### src/rtl/readout_sequencer_pkg.sv
`default_nettype none
// ============================================================================
// Module      : psec5_readout_pkg
// Description : Shared defaults, derived widths and FSM state encoding for the
//               channel readout sequencer.
// Revision    : 1.0 - initial release
// ============================================================================
package psec5_readout_pkg;

    localparam int c_NUM_CH       = 8;
    localparam int c_WORD_BITS    = 8;
    localparam int c_WORDS_PER_CH = 8;

    localparam int c_CH_W  = (c_NUM_CH    > 1) ? $clog2(c_NUM_CH)    : 1;
    localparam int c_BIT_W = (c_WORD_BITS > 1) ? $clog2(c_WORD_BITS) : 1;

    typedef enum logic [1:0] {
        ST_IDLE  = 2'd0,
        ST_LOAD  = 2'd1,
        ST_SHIFT = 2'd2,
        ST_DONE  = 2'd3
    } state_t;

endpackage
`default_nettype wire

### src/rtl/readout_sequencer_encoder.sv
`default_nettype none
// ============================================================================
// Module      : lowest_set_encoder
// Description : Combinational priority encoder returning the index of the
//               lowest set bit and a flag telling whether any bit is set.
// Revision    : 1.0 - initial release
// ============================================================================
module lowest_set_encoder #(
    parameter int WIDTH = 8,
    parameter int IDX_W = 3
) (
    input  logic [WIDTH-1:0] i_vec,
    output logic [IDX_W-1:0] o_idx,
    output logic             o_any
);

    // Scan from the top down so the lowest set bit is the one that sticks.
    always_comb begin
        o_idx = '0;
        for (int i = WIDTH - 1; i >= 0; i--) begin
            if (i_vec[i]) begin
                o_idx = IDX_W'(i);
            end
        end
    end

    assign o_any = |i_vec;

endmodule
`default_nettype wire

### src/rtl/readout_sequencer.sv
`default_nettype none
// ============================================================================
// Module      : readout_sequencer
// Description : Walks the enabled channels in ascending order; for each one it
//               pulses a load and shifts out WORDS_PER_CH words of WORD_BITS
//               bits, driving the channel select and bit index to the serial
//               output path. Runs entirely in the sclk domain.
// Revision    : 1.0 - initial release
// ============================================================================
module readout_sequencer
    import psec5_readout_pkg::*;
#(
    parameter  int NUM_CH       = c_NUM_CH,
    parameter  int WORD_BITS    = c_WORD_BITS,
    parameter  int WORDS_PER_CH = c_WORDS_PER_CH,
    localparam int c_SEL_W      = (NUM_CH > 1)       ? $clog2(NUM_CH)       : 1,
    localparam int c_CNT_W      = (WORD_BITS > 1)    ? $clog2(WORD_BITS)    : 1,
    localparam int c_WRD_W      = (WORDS_PER_CH > 1) ? $clog2(WORDS_PER_CH) : 1
) (
    input  logic               sclk,
    input  logic               rstn,
    input  logic               inst_readout,
    input  logic               inst_rst,
    input  logic [NUM_CH-1:0]  channel_mask,
    output logic [c_SEL_W-1:0] select_reg,
    output logic               ch_load,
    output logic               ch_shift,
    output logic [c_CNT_W-1:0] bit_cnt,
    output logic               out_valid,
    output logic               busy,
    output logic               done,
    output logic               req_dropped
);

    localparam logic [c_CNT_W-1:0] c_BIT_LAST  = c_CNT_W'(WORD_BITS - 1);
    localparam logic [c_WRD_W-1:0] c_WORD_LAST = c_WRD_W'(WORDS_PER_CH - 1);

    state_t             r_state;
    logic [NUM_CH-1:0]  r_mask;
    logic [c_SEL_W-1:0] r_sel;
    logic [c_CNT_W-1:0] r_bit_cnt;
    logic [c_WRD_W-1:0] r_word_cnt;
    logic               r_drop;

    state_t             w_state_nxt;
    logic [NUM_CH-1:0]  w_mask_nxt;
    logic [c_SEL_W-1:0] w_sel_nxt;
    logic [c_CNT_W-1:0] w_bit_nxt;
    logic [c_WRD_W-1:0] w_word_nxt;
    logic               w_drop_nxt;

    logic [NUM_CH-1:0]  w_rem_mask;
    logic [c_SEL_W-1:0] w_start_idx;
    logic               w_start_any;
    logic [c_SEL_W-1:0] w_rem_idx;
    logic               w_rem_any;

    // Channels still owed a readout once the current one is finished.
    assign w_rem_mask = r_mask & ~(NUM_CH'(1) << r_sel);

    lowest_set_encoder #(.WIDTH(NUM_CH), .IDX_W(c_SEL_W)) u_start_enc (
        .i_vec (channel_mask),
        .o_idx (w_start_idx),
        .o_any (w_start_any)
    );

    lowest_set_encoder #(.WIDTH(NUM_CH), .IDX_W(c_SEL_W)) u_next_enc (
        .i_vec (w_rem_mask),
        .o_idx (w_rem_idx),
        .o_any (w_rem_any)
    );

    // State and datapath registers; async reset returns everything to idle.
    always_ff @(posedge sclk or negedge rstn) begin
        if (!rstn) begin
            r_state    <= ST_IDLE;
            r_mask     <= '0;
            r_sel      <= '0;
            r_bit_cnt  <= '0;
            r_word_cnt <= '0;
            r_drop     <= 1'b0;
        end else begin
            r_state    <= w_state_nxt;
            r_mask     <= w_mask_nxt;
            r_sel      <= w_sel_nxt;
            r_bit_cnt  <= w_bit_nxt;
            r_word_cnt <= w_word_nxt;
            r_drop     <= w_drop_nxt;
        end
    end

    // Next-state, counter updates and state-decoded strobes.
    always_comb begin
        w_state_nxt = r_state;
        w_mask_nxt  = r_mask;
        w_sel_nxt   = r_sel;
        w_bit_nxt   = r_bit_cnt;
        w_word_nxt  = r_word_cnt;
        w_drop_nxt  = inst_readout && (r_state != ST_IDLE);
        ch_load     = 1'b0;
        ch_shift    = 1'b0;
        out_valid   = 1'b0;
        done        = 1'b0;
        busy        = (r_state != ST_IDLE);

        case (r_state)
            ST_IDLE: begin
                if (inst_readout) begin
                    if (w_start_any) begin
                        w_mask_nxt  = channel_mask;
                        w_sel_nxt   = w_start_idx;
                        w_word_nxt  = '0;
                        w_bit_nxt   = '0;
                        w_state_nxt = ST_LOAD;
                    end else begin
                        // Empty mask: report completion without touching any channel.
                        w_state_nxt = ST_DONE;
                    end
                end
            end
            ST_LOAD: begin
                ch_load     = 1'b1;
                w_bit_nxt   = '0;
                w_state_nxt = ST_SHIFT;
            end
            ST_SHIFT: begin
                ch_shift  = 1'b1;
                out_valid = 1'b1;
                if (r_bit_cnt == c_BIT_LAST) begin
                    w_bit_nxt = '0;
                    if (r_word_cnt == c_WORD_LAST) begin
                        w_word_nxt = '0;
                        w_mask_nxt = w_rem_mask;
                        if (w_rem_any) begin
                            w_sel_nxt   = w_rem_idx;
                            w_state_nxt = ST_LOAD;
                        end else begin
                            w_state_nxt = ST_DONE;
                        end
                    end else begin
                        w_word_nxt  = r_word_cnt + 1'b1;
                        w_state_nxt = ST_LOAD;
                    end
                end else begin
                    w_bit_nxt = r_bit_cnt + 1'b1;
                end
            end
            ST_DONE: begin
                done        = 1'b1;
                w_state_nxt = ST_IDLE;
            end
            default: begin
                w_state_nxt = ST_IDLE;
            end
        endcase

        // Abort wins over everything, including a same-cycle start request.
        if (inst_rst) begin
            w_state_nxt = ST_IDLE;
            w_mask_nxt  = '0;
            w_sel_nxt   = '0;
            w_bit_nxt   = '0;
            w_word_nxt  = '0;
            w_drop_nxt  = 1'b0;
        end
    end

    assign select_reg  = r_sel;
    assign bit_cnt     = r_bit_cnt;
    assign req_dropped = r_drop;

endmodule
`default_nettype wire

### config.mk
export PLATFORM = sky130hd
export DESIGN_NAME = readout_sequencer
export DESIGN_NICKNAME = d
export VERILOG_FILES = /design/src/rtl/readout_sequencer_pkg.sv /design/src/rtl/readout_sequencer_encoder.sv /design/src/rtl/readout_sequencer.sv
export SDC_FILE = /design/constraint.sdc
export NUM_CORES = 1
export LEC_CHECK = 0
export CAP_MARGIN = 10
export CORE_MARGIN = 3
export CORE_UTILIZATION = 53
export DETAILED_ROUTE_END_ITERATION = 8
export PLACE_DENSITY = 0.82
export SLEW_MARGIN = 20
export SYNTH_ARGS = -nofsm -noshare
export SYNTH_HDL_FRONTEND = slang
export SYNTH_SLANG_ARGS = --single-unit
### constraint.sdc
create_clock -name sclk -period 2.07 [get_ports sclk]
set_input_delay 0.414 -clock sclk [delete_from_list [all_inputs] [get_ports sclk]]
set_output_delay 0.414 -clock sclk [all_outputs]
set_load 0.005 [all_outputs]
==> results of run 1 <==
## final timing paths
path                                      end  slack, ns           from  depth (start not counted)
worst max-delay path                out_valid       0.06     r_state[0]                          3
worst max register to register      r_mask[7]       0.13     bit_cnt[0]                          7
max in group asynchronous           r_mask[5]       1.42           rstn                          2
worst min register to register  r_word_cnt[0]       0.55  r_word_cnt[0]                          1
min in group sclk               r_word_cnt[0]       0.55  r_word_cnt[0]                          1
worst min-delay path              req_dropped       0.43           rstn                          2
## logic make-up (layout without fill, tap and decap cells)
group,count (synthesis),after routing,share of synthesized area [%]
adders and majority gates,8,8,6.52
AOI/OAI and AO/OA,52,52,23.1
and+or+nand+nor,67,67,24.1
buffers and inverters,23,59,7.91
DFF,20,20,32.6
muxes,8,8,5.79
## metrics by stage
step	hold WS (ns)	cell area [um^2]	cells	power (mW)
finish	0.427	1920	244	1.27
global route	0.443	1920	244	1.35
detailed placement	0.523	1860	238	1.02
CTS	0.434	1910	244	1.26
floorplan	0.118	1540	178	0.841
global placement	0.511	1860	238	1.00
## layer usage
| layer | GRT usage (%) | routed length, um | vias to the layer above |
|---|---|---|---|
| li1 | - | - | 721 |
| met1 | 30.1 | 1680 | 749 |
| met2 | 44.6 | 2090 | 43 |
| met3 | 2.81 | 165 | 8 |
| met4 | 7.59 | 76 | 0 |
| met5 | 0 | 0 | - |
## repair_timing
item	4_1_cts	5_1_grt
setup endpoints to repair	1	8
setup buffers	2	0
resized for setup	0	4
## power groups by stage
stage,Combinational (mW),Sequential [mW],Clock (mW)
2_1_floorplan,0.359,0.481,0
3_3_place_gp,0.484,0.518,0
3_5_place_dp,0.499,0.524,0
4_1_cts,0.511,0.514,0.237
5_1_grt,0.569,0.525,0.254
6_report,0.521,0.516,0.238
## cells in the final DEF, fill, tap and decap left out, types with 2 or more instances in the layout
master           instances
a211oi_1                 2
a21boi_0                 2
a21oi_1                  8
a22o_1                   5
a31oi_1                  2
and3_1                   2
buf_4                   19
clkbuf_4                 3
clkdlybuf4s50_1         23
dfrtp_1                 20
ha_1                     6
ha_2                     2
inv_1                   12
mux2_2                   2
mux2i_1                  4
nand2_1                 14
nand2b_1                 7
nand3_1                  7
nand4_1                  2
nor2_1                  10
nor2b_1                  4
nor3_1                   5
nor3b_1                  2
o21ai_0                 13
o21ai_1                  2
o22a_1                   2
o22ai_1                  2
o32ai_1                  2
or2_2                    2
## cell type report
cell class / count / area (um^2) / area share, %
timing repair buffer: 42 / 373 / 19.4
inverter: 13 / 48.8 / 2.54
tap: 30 / 37.5 / 1.95
multi-input combinational: 135 / 927 / 48.2
sequential: 20 / 500 / 26.0
clock buffer: 4 / 36.3 / 1.89
==> flow_summary.ini, run 1 <==
[outcome]
status = complete, no violations

[cells_and_area]
drive_above_1_share_pct = 16.8
area_growth_syn_to_layout_pct = 25.3
fin_nets = 235
n_antenna_cell = 0
fillers = 204
fin_util_pct = 73.6
largest_register_ffs = 8
largest-register = r_mask

[pwr]
p_sw_mw = 0.464
sequentialPowerShare_pct = 40.5
leakage_nw = 0.855
p_sw_share_pct = 36.4
p_int_mw = 0.811
power_density_mw_per_mm2 = 663
ir_worst_vdd_mv = 0.576
combPwrFrac_pct = 40.9
clock_power_share_pct = 18.7

[drt]
drc_errors = 0
drt_iter0_markers = 96
vias = 1521
avgViaCountPerCell = 6.23
final_antenna_net_count = 0
firstDrtPassIters = 4
wl_per_cell_um = 16.4
wirelength_um = 4010

[placement]
globalplace.congestion = 0.904
dpl.hpwl_um = 3060
port_buffers = 23
dp_slack_ns = -0.129

[global_routing]
track_usage_pct = 24.6
grt_pass1_vias = 1472
antenna_found_initial = 0
grt_pass1_wl_um = 6740
grt_start_max_net_pins = 21
grt_overflow = 0

[run]
maxCapViolCount = 0

[clock_tree]
clk_latency_ns = 0.31
cts_tree = yes
root_buffer = clkbuf_4
clkTransAtPathRegs_ns = 0.12
clock_path_buffers = 2
cts_hold_buf = 0
cts_buffers = 3
h-tree-depth = 1
cts.sinks = 20

[logic_synthesis]
synth.area.top_cells = dfrtp_1 (33%), ha_1 (6.5%), o21ai_0 (4.2%), nand2_1 (3.4%), inv_1 (3.2%)
synthTopCellsByCount = dfrtp_1 (20), nand2_1 (14), inv_1 (13), o21ai_0 (13), nor2_1 (10)
synth.most_common_cell = dfrtp_1
synth.top_cell.area_share_pct = 32.6
ys_async_sr_fraction_pct = 100
synth_nets = 198
seq_area_frac_synth_pct = 32.6
synth_area_mm2 = 0.00154
syn_area_per_cell_um2 = 8.62
yosys.area.top_type = dfrtp_1
ys_types = 55
yosys_most_used_dff = dfrtp_1
yosys_warnings = 0
syn-instance-count = 178
synth_edf_count = 0
ys_ff_latch = 20

[sta]
slew_violations = 0
fin_skew_ns = 0.00487
fin_ws_ns = 0.0637
fmax_mhz = 498
setup_violations = 0
fin_tns_setup_ns = 0
finalCriticalPeriod_ns = 2.01
worstMarginPinSlew_ns = 0.619
period_share_pct = 96.9
relSlewSlack_pct = 58.3
hold_viol = 0
rsz0062_at_grt = true

[worst_setup_path]
slowest_stage = clkdlybuf4s50_1
path_buf_inv = 2
timing_worst_setup_path_type = reg2out
startpoint_type = flop
critical_path.top_delay_family = buffers and inverters
slowest_delay_ns = 0.52
cp.arrival_ns = 1.59
cp_max_fo = 6
worstPathCellList = inv_1 > ha_2 > clkdlybuf4s50_1
crit_path_end_kind = output pin
required_ns = 1.66

[floorplanning]
chipWidth_um = 59.8
start_util_pct = 58.8
pin_count = 24
die_height_um = 59.8
std_cell_rows = 18
die-area_mm2 = 0.00358
core_mm2 = 0.00261

[min_path]
hp-class = in2async
Power figures use the tool's default switching activity.
==> run 2: changes to the inputs <==
--- a/config.mk
+++ b/config.mk
@@ -6,10 +6,12 @@
 export NUM_CORES = 1
 export LEC_CHECK = 0
 export CAP_MARGIN = 10
+export CORE_ASPECT_RATIO = 1.5
 export CORE_MARGIN = 3
 export CORE_UTILIZATION = 53
 export DETAILED_ROUTE_END_ITERATION = 8
 export PLACE_DENSITY = 0.82
+export SKIP_CTS_REPAIR_TIMING = 1
 export SLEW_MARGIN = 20
 export SYNTH_ARGS = -nofsm -noshare
 export SYNTH_HDL_FRONTEND = slang
==> run 2 against run 1 <==
Net effect:
- flip-flop and latch count did not move
- combinational power grew 2%
- critical endpoint is now r_mask[1]
- highest routed layer unchanged
- non-clock buffer count unchanged
- register-to-register slack worse by 0.10 ns
- critical path type is now in2reg
- clock power rose by 70%
- count of clock-buffer cells in the layout decreased by 1
- via count is 2.2% higher
- final cell count up 2.9%
==> flow_summary.ini, run 2 (same netlist as run 1, synthesis figures left out) <==
[cells_and_area]
largest_register_ffs = 8
final_cell_mix = clkdlybuf4s50_1 (23), dfrtp_1 (20), buf_4 (19)
n_antenna_cell = 0
design_area_mm2 = 0.00197
largest-register = r_mask
mostFrequentLayoutCell = clkdlybuf4s50_1
fin_util_pct = 72.2
drive_above_1_share_pct = 17.3
instances_no_fill = 251
fin_nets = 235
area_growth_syn_to_layout_pct = 28.6

[floorplanning]
core_mm2 = 0.00273
chipWidth_um = 49.9
pin_count = 24
start_util_pct = 56.2
std_cell_rows = 23
die_height_um = 71.9
die-area_mm2 = 0.00359

[sta]
rsz0062_at_grt = true
relSlewSlack_pct = 61.3
setup_violations = 0
fin_tns_setup_ns = 0
fin_skew_ns = 0.0127
period_share_pct = 99.0
hold_viol = 0
fmax_mhz = 488
worstMarginPinSlew_ns = 0.575
slew_violations = 0
finalCriticalPeriod_ns = 2.05

[worst_setup_path]
worstRegToRegCells = 7
crit_path_end_kind = flop
cp.arrival_ns = 2.20
startpoint_type = input pin
timing_worst_setup_path_type = in2reg
required_ns = 2.22
cp_max_fo = 6

[global_routing]
track_usage_pct = 25.0
grt_overflow = 0
grt_pass1_vias = 1573
grt_start_max_net_pins = 21
antenna_found_initial = 0
grt_pass1_wl_um = 7020

[clock_tree]
h-tree-depth = 1
cts.sinks = 20
clk_latency_ns = 0.27
cts_tree = yes
root_buffer = clkbuf_8
cts_buffers = 3
clock_path_buffers = 2
clkTransAtPathRegs_ns = 0.09

[drt]
drc_errors = 0
avgViaCountPerCell = 6.20
final_antenna_net_count = 0
vias = 1555
firstDrtPassIters = 4
wirelength_um = 4340
drt_iter0_markers = 96
wl_per_cell_um = 17.3

[pwr]
ir_worst_vdd_mv = 0.488
power.total_mw = 1.46
leakage_nw = 0.873
power_density_mw_per_mm2 = 739

[outcome]
status = complete, no violations

[placement]
globalplace.congestion = 0.882
dpl.hpwl_um = 3070
port_buffers = 23
dp.cells = 246
dpl_cell_area_mm2 = 0.00187

[run]
maxCapViolCount = 0

[min_path]
hp-class = in2async
==> run 2: critical path: stages <==
cell	delay (ns)
clkdlybuf4s50_1	0.45
nor4_2	0.45
nand4_1	0.27
nand3_2	0.24
buf_4	0.14
o22ai_1	0.05
a22o_1	0.19
==> run 2: final timing paths <==
path                                 start       endpoint  slack (ns)
max in group asynchronous             rstn  select_reg[2]        1.37
setup reg to reg                r_state[0]  select_reg[1]        0.03
hold reg to reg              r_word_cnt[0]  r_word_cnt[0]        0.53
setup / recovery           channel_mask[5]      r_mask[1]        0.02
hold / removal                        rstn     bit_cnt[2]        0.48
min in group sclk            r_word_cnt[0]  r_word_cnt[0]        0.53
==> run 2: metal layers <==
| layer | track usage, % | wire (um) |
|---|---|---|
| met4 | 14.2 | 160 |
| met5 | 0 | 0 |
| met3 | 3.90 | 265 |
| met2 | 46.1 | 2360 |
| met1 | 26.5 | 1550 |
==> run 2: per-stage QoR <==
| stage | setup slack (ns) | hold slack, ns |
|---|---|---|
| floorplan | 0.135 | 0.118 |
| global placement | -0.0774 | 0.509 |
| detailed placement | -0.135 | 0.515 |
| CTS | -0.0191 | 0.490 |
| global route | -0.0566 | 0.524 |
| finish | 0.0217 | 0.477 |
==> run 2: report_power, final <==
part / switching (mW) / internal, mW
logic: 0.265 / 0.269
clock network: 0.145 / 0.259
registers: 0.0871 / 0.435
==> run 2: layout make-up <==
type,count,area (um^2)
multi-input cells,135,935
fillers,207,759
flip-flops and latches,20,500
repair buffers,42,373
inverters,13,48.8
well taps,37,46.3
clock buffers,3,41.3
clock inverters,1,30.0
==> RTL change 1, RTL diff (config.mk and constraints of run 2) <==
Register the inputs `inst_readout` and `channel_mask` before use. The logic sees them one clock later.
--- a/src/rtl/readout_sequencer.sv
+++ b/src/rtl/readout_sequencer.sv
@@ -37,2 +37,10 @@
 
+    logic inst_readout_q;
+    logic [NUM_CH-1:0] channel_mask_q;
+
+    always_ff @(posedge sclk) begin
+        inst_readout_q <= inst_readout;
+        channel_mask_q <= channel_mask;
+    end
+
     state_t             r_state;
@@ -61,3 +69,3 @@
     lowest_set_encoder #(.WIDTH(NUM_CH), .IDX_W(c_SEL_W)) u_start_enc (
-        .i_vec (channel_mask),
+        .i_vec (channel_mask_q),
         .o_idx (w_start_idx),
@@ -98,3 +106,3 @@
         w_word_nxt  = r_word_cnt;
-        w_drop_nxt  = inst_readout && (r_state != ST_IDLE);
+        w_drop_nxt  = inst_readout_q && (r_state != ST_IDLE);
         ch_load     = 1'b0;
@@ -107,5 +115,5 @@
             ST_IDLE: begin
-                if (inst_readout) begin
+                if (inst_readout_q) begin
                     if (w_start_any) begin
-                        w_mask_nxt  = channel_mask;
+                        w_mask_nxt  = channel_mask_q;
                         w_sel_nxt   = w_start_idx;
Behaviour: not the same (a bounded check fails within 4 cycles, from zero or initial values and one cycle with rstn low).
==> RTL change 1 against run 2 <==
- global-route usage is 2.5 points higher
- clock skew decreased by 0.0082 ns
- sequential cell count increased by 9
- synthesized area is 7.4% higher
- routed wire length is 8.8% higher
- design area increased by 12%
- worst setup slack gained 0.043 ns
Power is not compared: it rests on default switching activity, and its combinational part moved more than twofold at a synthesized area within 25%.
==> RTL change 1: results (changes against run 2) <==
STA
  – Actual slew at the worst max-slew pin: 0.4892 ns (-0.08615 ns)
  – Upper clock frequency limit: 498.6 MHz (+2.1%)
  – Fin Hold WS: 0.4792 ns (+0.002547 ns)

Yosys
  – Main combinational cell family by area after synthesis: compound AO/OA/AOI/OAI gates
  – Synthesized Nets: 191 (-3.5%)
  – Dominant cells by area after synthesis: dfrtp_1 (30%), dfxtp_1 (11%), ha_1 (6.1%), o21ai_0 (3.3%), nor2_1 (3.2%)
  – Share of synthesized area occupied by flip-flops and latches: 41.27% (+8.7 points)
  – Most instantiated cells after synthesis: dfrtp_1 (20), nor2_1 (14), o21ai_0 (11)
  – Share of the synthesized area in compound gates (AO/OA/AOI/OAI): 22.08% (-0.99 points)
  – Share of synthesized area spent on multiplexers: 5.918% (+0.13 points)

Critical path
  – Endpoint of the worst register-to-register path: select_reg[2]$_DFFE_PN0P_
  – Critical path's largest stage delay: 0.50 ns (+0.05 ns)
  – Number of cells on the worst reg-to-reg path: 8 (+1)
  – Destination of the critical timing path: out_valid
  – Worst-path maximum fanout: 7 (+1)
  – FF-to-FF setup slack: 0.07 ns (+0.04 ns)
  – Data arrival at the endpoint of the critical path: 1.59 ns (-0.61 ns)
  – Launch point of the worst path: r_state[0]$_DFFE_PN0P_

Placed design
  – Final estimated routing congestion in global placement: 0.8850 (+0.33%)
  – Setup slack after placement: -0.01939 ns (+0.1151 ns)
  – HPWL after detailed placement: 3549 um (+16%)

Clock tree
  – H-tree depth: 2 (+1)
  – Source-to-sink clock delay at the later pin of the worst-skew pair: 0.29 ns (+0.02 ns)

Detailed routing
  – Aggregate routed wire length: 4721 um (+8.8%)
  – DR vias/cell: 6.248 (+0.85%)
  – Violation count after the first detailed-routing iteration: 91 (-5.2%)

Global route
  – Total Routing Usage GR: 27.50% (+2.5 points)
  – Global-route wire length before repair: 7659 um (+9.0%)
  – Vias in the first global route: 1613 (+2.5%)

Cells and area
  – Ratio of cells with drive above 1 in the final layout: 20.47% (+3.2 points)

Outcome
  – Run status: finished, final reports clean
==> RTL change 1: changes by cell type after synthesis, moves of 4 or more <==
cell	delta
a32o_1	+4
nor2_1	+4
dfxtp_1	+9
nand2_1	-5
a22o_1	-5
==> RTL change 1: area by class of cell <==
type	instances	area [um2]
clock buffers	5	68.82
repair buffers	45	401.6
flip-flops and latches	29	680.7
clock inverters	3	65.06
multi-input cells	122	898.4
well taps	39	48.80
fillers	221	738.2
inverters	11	41.29
==> RTL change 1: through the flow <==
stage / area, um2 / total power [mW] / setup TNS, ns / util [%] / std cells
final: 2205 / 3.178 / 0 / 74.91 / 254
after global placement: 2028 / 2.318 / 0 / 68.92 / 244
after global routing: 2205 / 3.356 / 0 / 74.91 / 254
after floorplan: 1649 / 1.819 / 0 / - / 171
after detailed placement: 2028 / 2.393 / -0.05412 / 68.92 / 244
after CTS: 2162 / 3.107 / -0.1596 / 73.47 / 252
==> RTL change 1: logic make-up (layout without fill, tap and decap cells) <==
family | after synthesis | count (layout)
AOI/OAI and AO/OA | 50 | 50
xor gates and xnor gates | 1 | 1
adders and majority gates | 8 | 8
buffers and inverters | 20 | 64
DFF | 29 | 29
muxes | 8 | 8
and+or+nand+nor | 55 | 55
==> RTL change 1: report_power, final <==
group / internal (mW) / switching (mW) / leakage [nW]
combinational: 0.802 / 0.804 / 0.600
sequential: 0.700 / 0.167 / 0.343
clock: 0.478 / 0.227 / 0.0681
total: 1.98 / 1.20 / 1.01
==> RTL change 1: per-layer routing <==
layer | vias up | track usage [%] | routed length, um
li1 | 718 | - | -
met1 | 782 | 26.26 | 1705
met2 | 68 | 51.70 | 2584
met3 | 19 | 5.611 | 233
met4 | 0 | 18.08 | 197
met5 | - | 0 | 0
==> RTL change 2, RTL diff (flow settings as in run 2) <==
Made on the original files. The package constant `c_WORDS_PER_CH` goes from 8 to 4.
--- a/src/rtl/readout_sequencer_pkg.sv
+++ b/src/rtl/readout_sequencer_pkg.sv
@@ -11,3 +11,3 @@
     localparam int c_WORD_BITS    = 8;
-    localparam int c_WORDS_PER_CH = 8;
+    localparam int c_WORDS_PER_CH = 4;
 
Behaviour: no difference found for any inputs over 10 cycles, from zero or initial values and one cycle with rstn low; that may be too few to reach the edited logic, so the function may still have changed.
==> RTL change 2 against run 2 <==
- synthesized area fell by 7.7%
- design area fell by 3.4%
- clock skew barely moved
- sequential cell count fell by 1
- die area fell by 6.9%
- worst hold slack got worse by 0.051 ns
- routed wire length fell by 5.3%
- worst setup slack barely moved
- critical path depth fell by 3
- largest cell class unchanged
Power is not compared: it rests on default switching activity, and its combinational part moved more than twofold at a synthesized area within 25%.
==> RTL change 2: results (changes against run 2) <==
Outcome
  – Run status: finished, final reports clean

Yosys
  – Number of synthesized register bits: 19 (-5.0%)
  – Synthesized Nets: 179 (-9.6%)
  – Share of synthesized area occupied by flip-flops and latches: 33.54% (+0.94 points)
  – Dominant cells by area after synthesis: dfrtp_1 (34%), ha_1 (6.2%), o21ai_0 (3.9%), inv_1 (3.4%), nor2_1 (3.4%)
  – Average cell area after synthesis: 8.860 um2 (+2.7%)
  – Most instantiated cells after synthesis: dfrtp_1 (19), inv_1 (13), nor2_1 (13)

Detailed routing
  – Wire length on met1: 1570 um (+1.0%)
  – Met2 layer wire length in the routed design: 2224 um (-5.8%)
  – Violation count after the first detailed-routing iteration: 81 (-16%)
  – Total via count in the routed design: 1476 (-5.1%)
  – WL per Instance: 17.05 um (-1.4%)
  – Aggregate routed wire length: 4109 um (-5.3%)

Clock tree
  – Clk Tree Root Cell: clkbuf_4
  – Source-to-sink clock delay at the later pin of the worst-skew pair: 0.32 ns (+0.05 ns)

Global route
  – Met2 track demand over resource in global routing: 44.48% (-1.6 points)
  – Pin count of the biggest net entering global routing: 20 (-4.8%)
  – Global-route wire length before repair: 6472 um (-7.9%)
  – Met1 Track Usage GR: 28.92% (+2.5 points)
  – M3 GR Usage: 2.597% (-1.3 points)

Placed design
  – Total placed instance area: 0.001829 mm2 (-2.4%)
  – Final estimated routing congestion in global placement: 0.9876 (+12%)
  – Instance count after placement with tap cells included: 235 (-4.5%)
  – Setup slack after placement: -0.2126 ns (-0.07805 ns)
  – HPWL after detailed placement: 3010 um (-2.0%)

Critical path
  – Top delay family on crit path: buffers and inverters
  – Data arrival at the endpoint of the critical path: 1.63 ns (-0.57 ns)
  – Launching point of the worst reg2reg path: bit_cnt[0]$_DFFE_PN0P_
  – Critical path's largest stage delay: 0.49 ns (+0.04 ns)
  – Launch point of the worst path: r_state[0]$_DFFE_PN0P_

Cells and area
  – Share of the final layout cell area in multi-input gates: 45.57% (-1.8 points)
  – # fillers: 179 (-14%)
  – Area taken by flip-flops and latches: 475.5 um2 (-5.0%)
  – Clock-cell share: 1.377% (-2.2 points)
  – Multi-input combinational cell count: 119 (-12%)
  – Inverters excl. clock: 15 (+2)
  – Post-synthesis to final-layout area growth: 34.60%
  – Non-clock buffers, area share: 22.82% (+3.9 points)
  – Non-CTS buffers: 48 (+14%)

STA
  – Actual slew at the worst max-slew pin: 0.4451 ns (-0.1302 ns)
  – Worst clock skew: 0.01235 ns (-0.0003786 ns)
## RTL change 2: cell families after synthesis
| family | after synthesis | share of synthesized area [%] |
|---|---|---|
| flops | 19 | 33.54 |
| simple gates | 55 | 22.07 |
| mux | 7 | 5.207 |
| fa+ha+maj | 7 | 6.178 |
| buf+inv | 22 | 7.414 |
| compound gates | 50 | 25.60 |
## RTL change 2: path summary, 6_finish.rpt
| path | slack (ns) | end | depth (start not counted) |
|---|---|---|---|
| worst max-delay path | 0.02 | busy | 4 |
| worst min-delay path | 0.43 | r_mask[7]$_DFFE_PN0P_ | 2 |
| worst max register to register | 0.11 | select_reg[0]$_DFFE_PN0P_ | 7 |
| worst min register to register | 0.55 | r_word_cnt[0]$_DFFE_PN0P_ | 1 |
| max in group asynchronous | 1.43 | select_reg[0]$_DFFE_PN0P_ | 2 |
| min in group sclk | 0.55 | r_word_cnt[0]$_DFFE_PN0P_ | 1 |
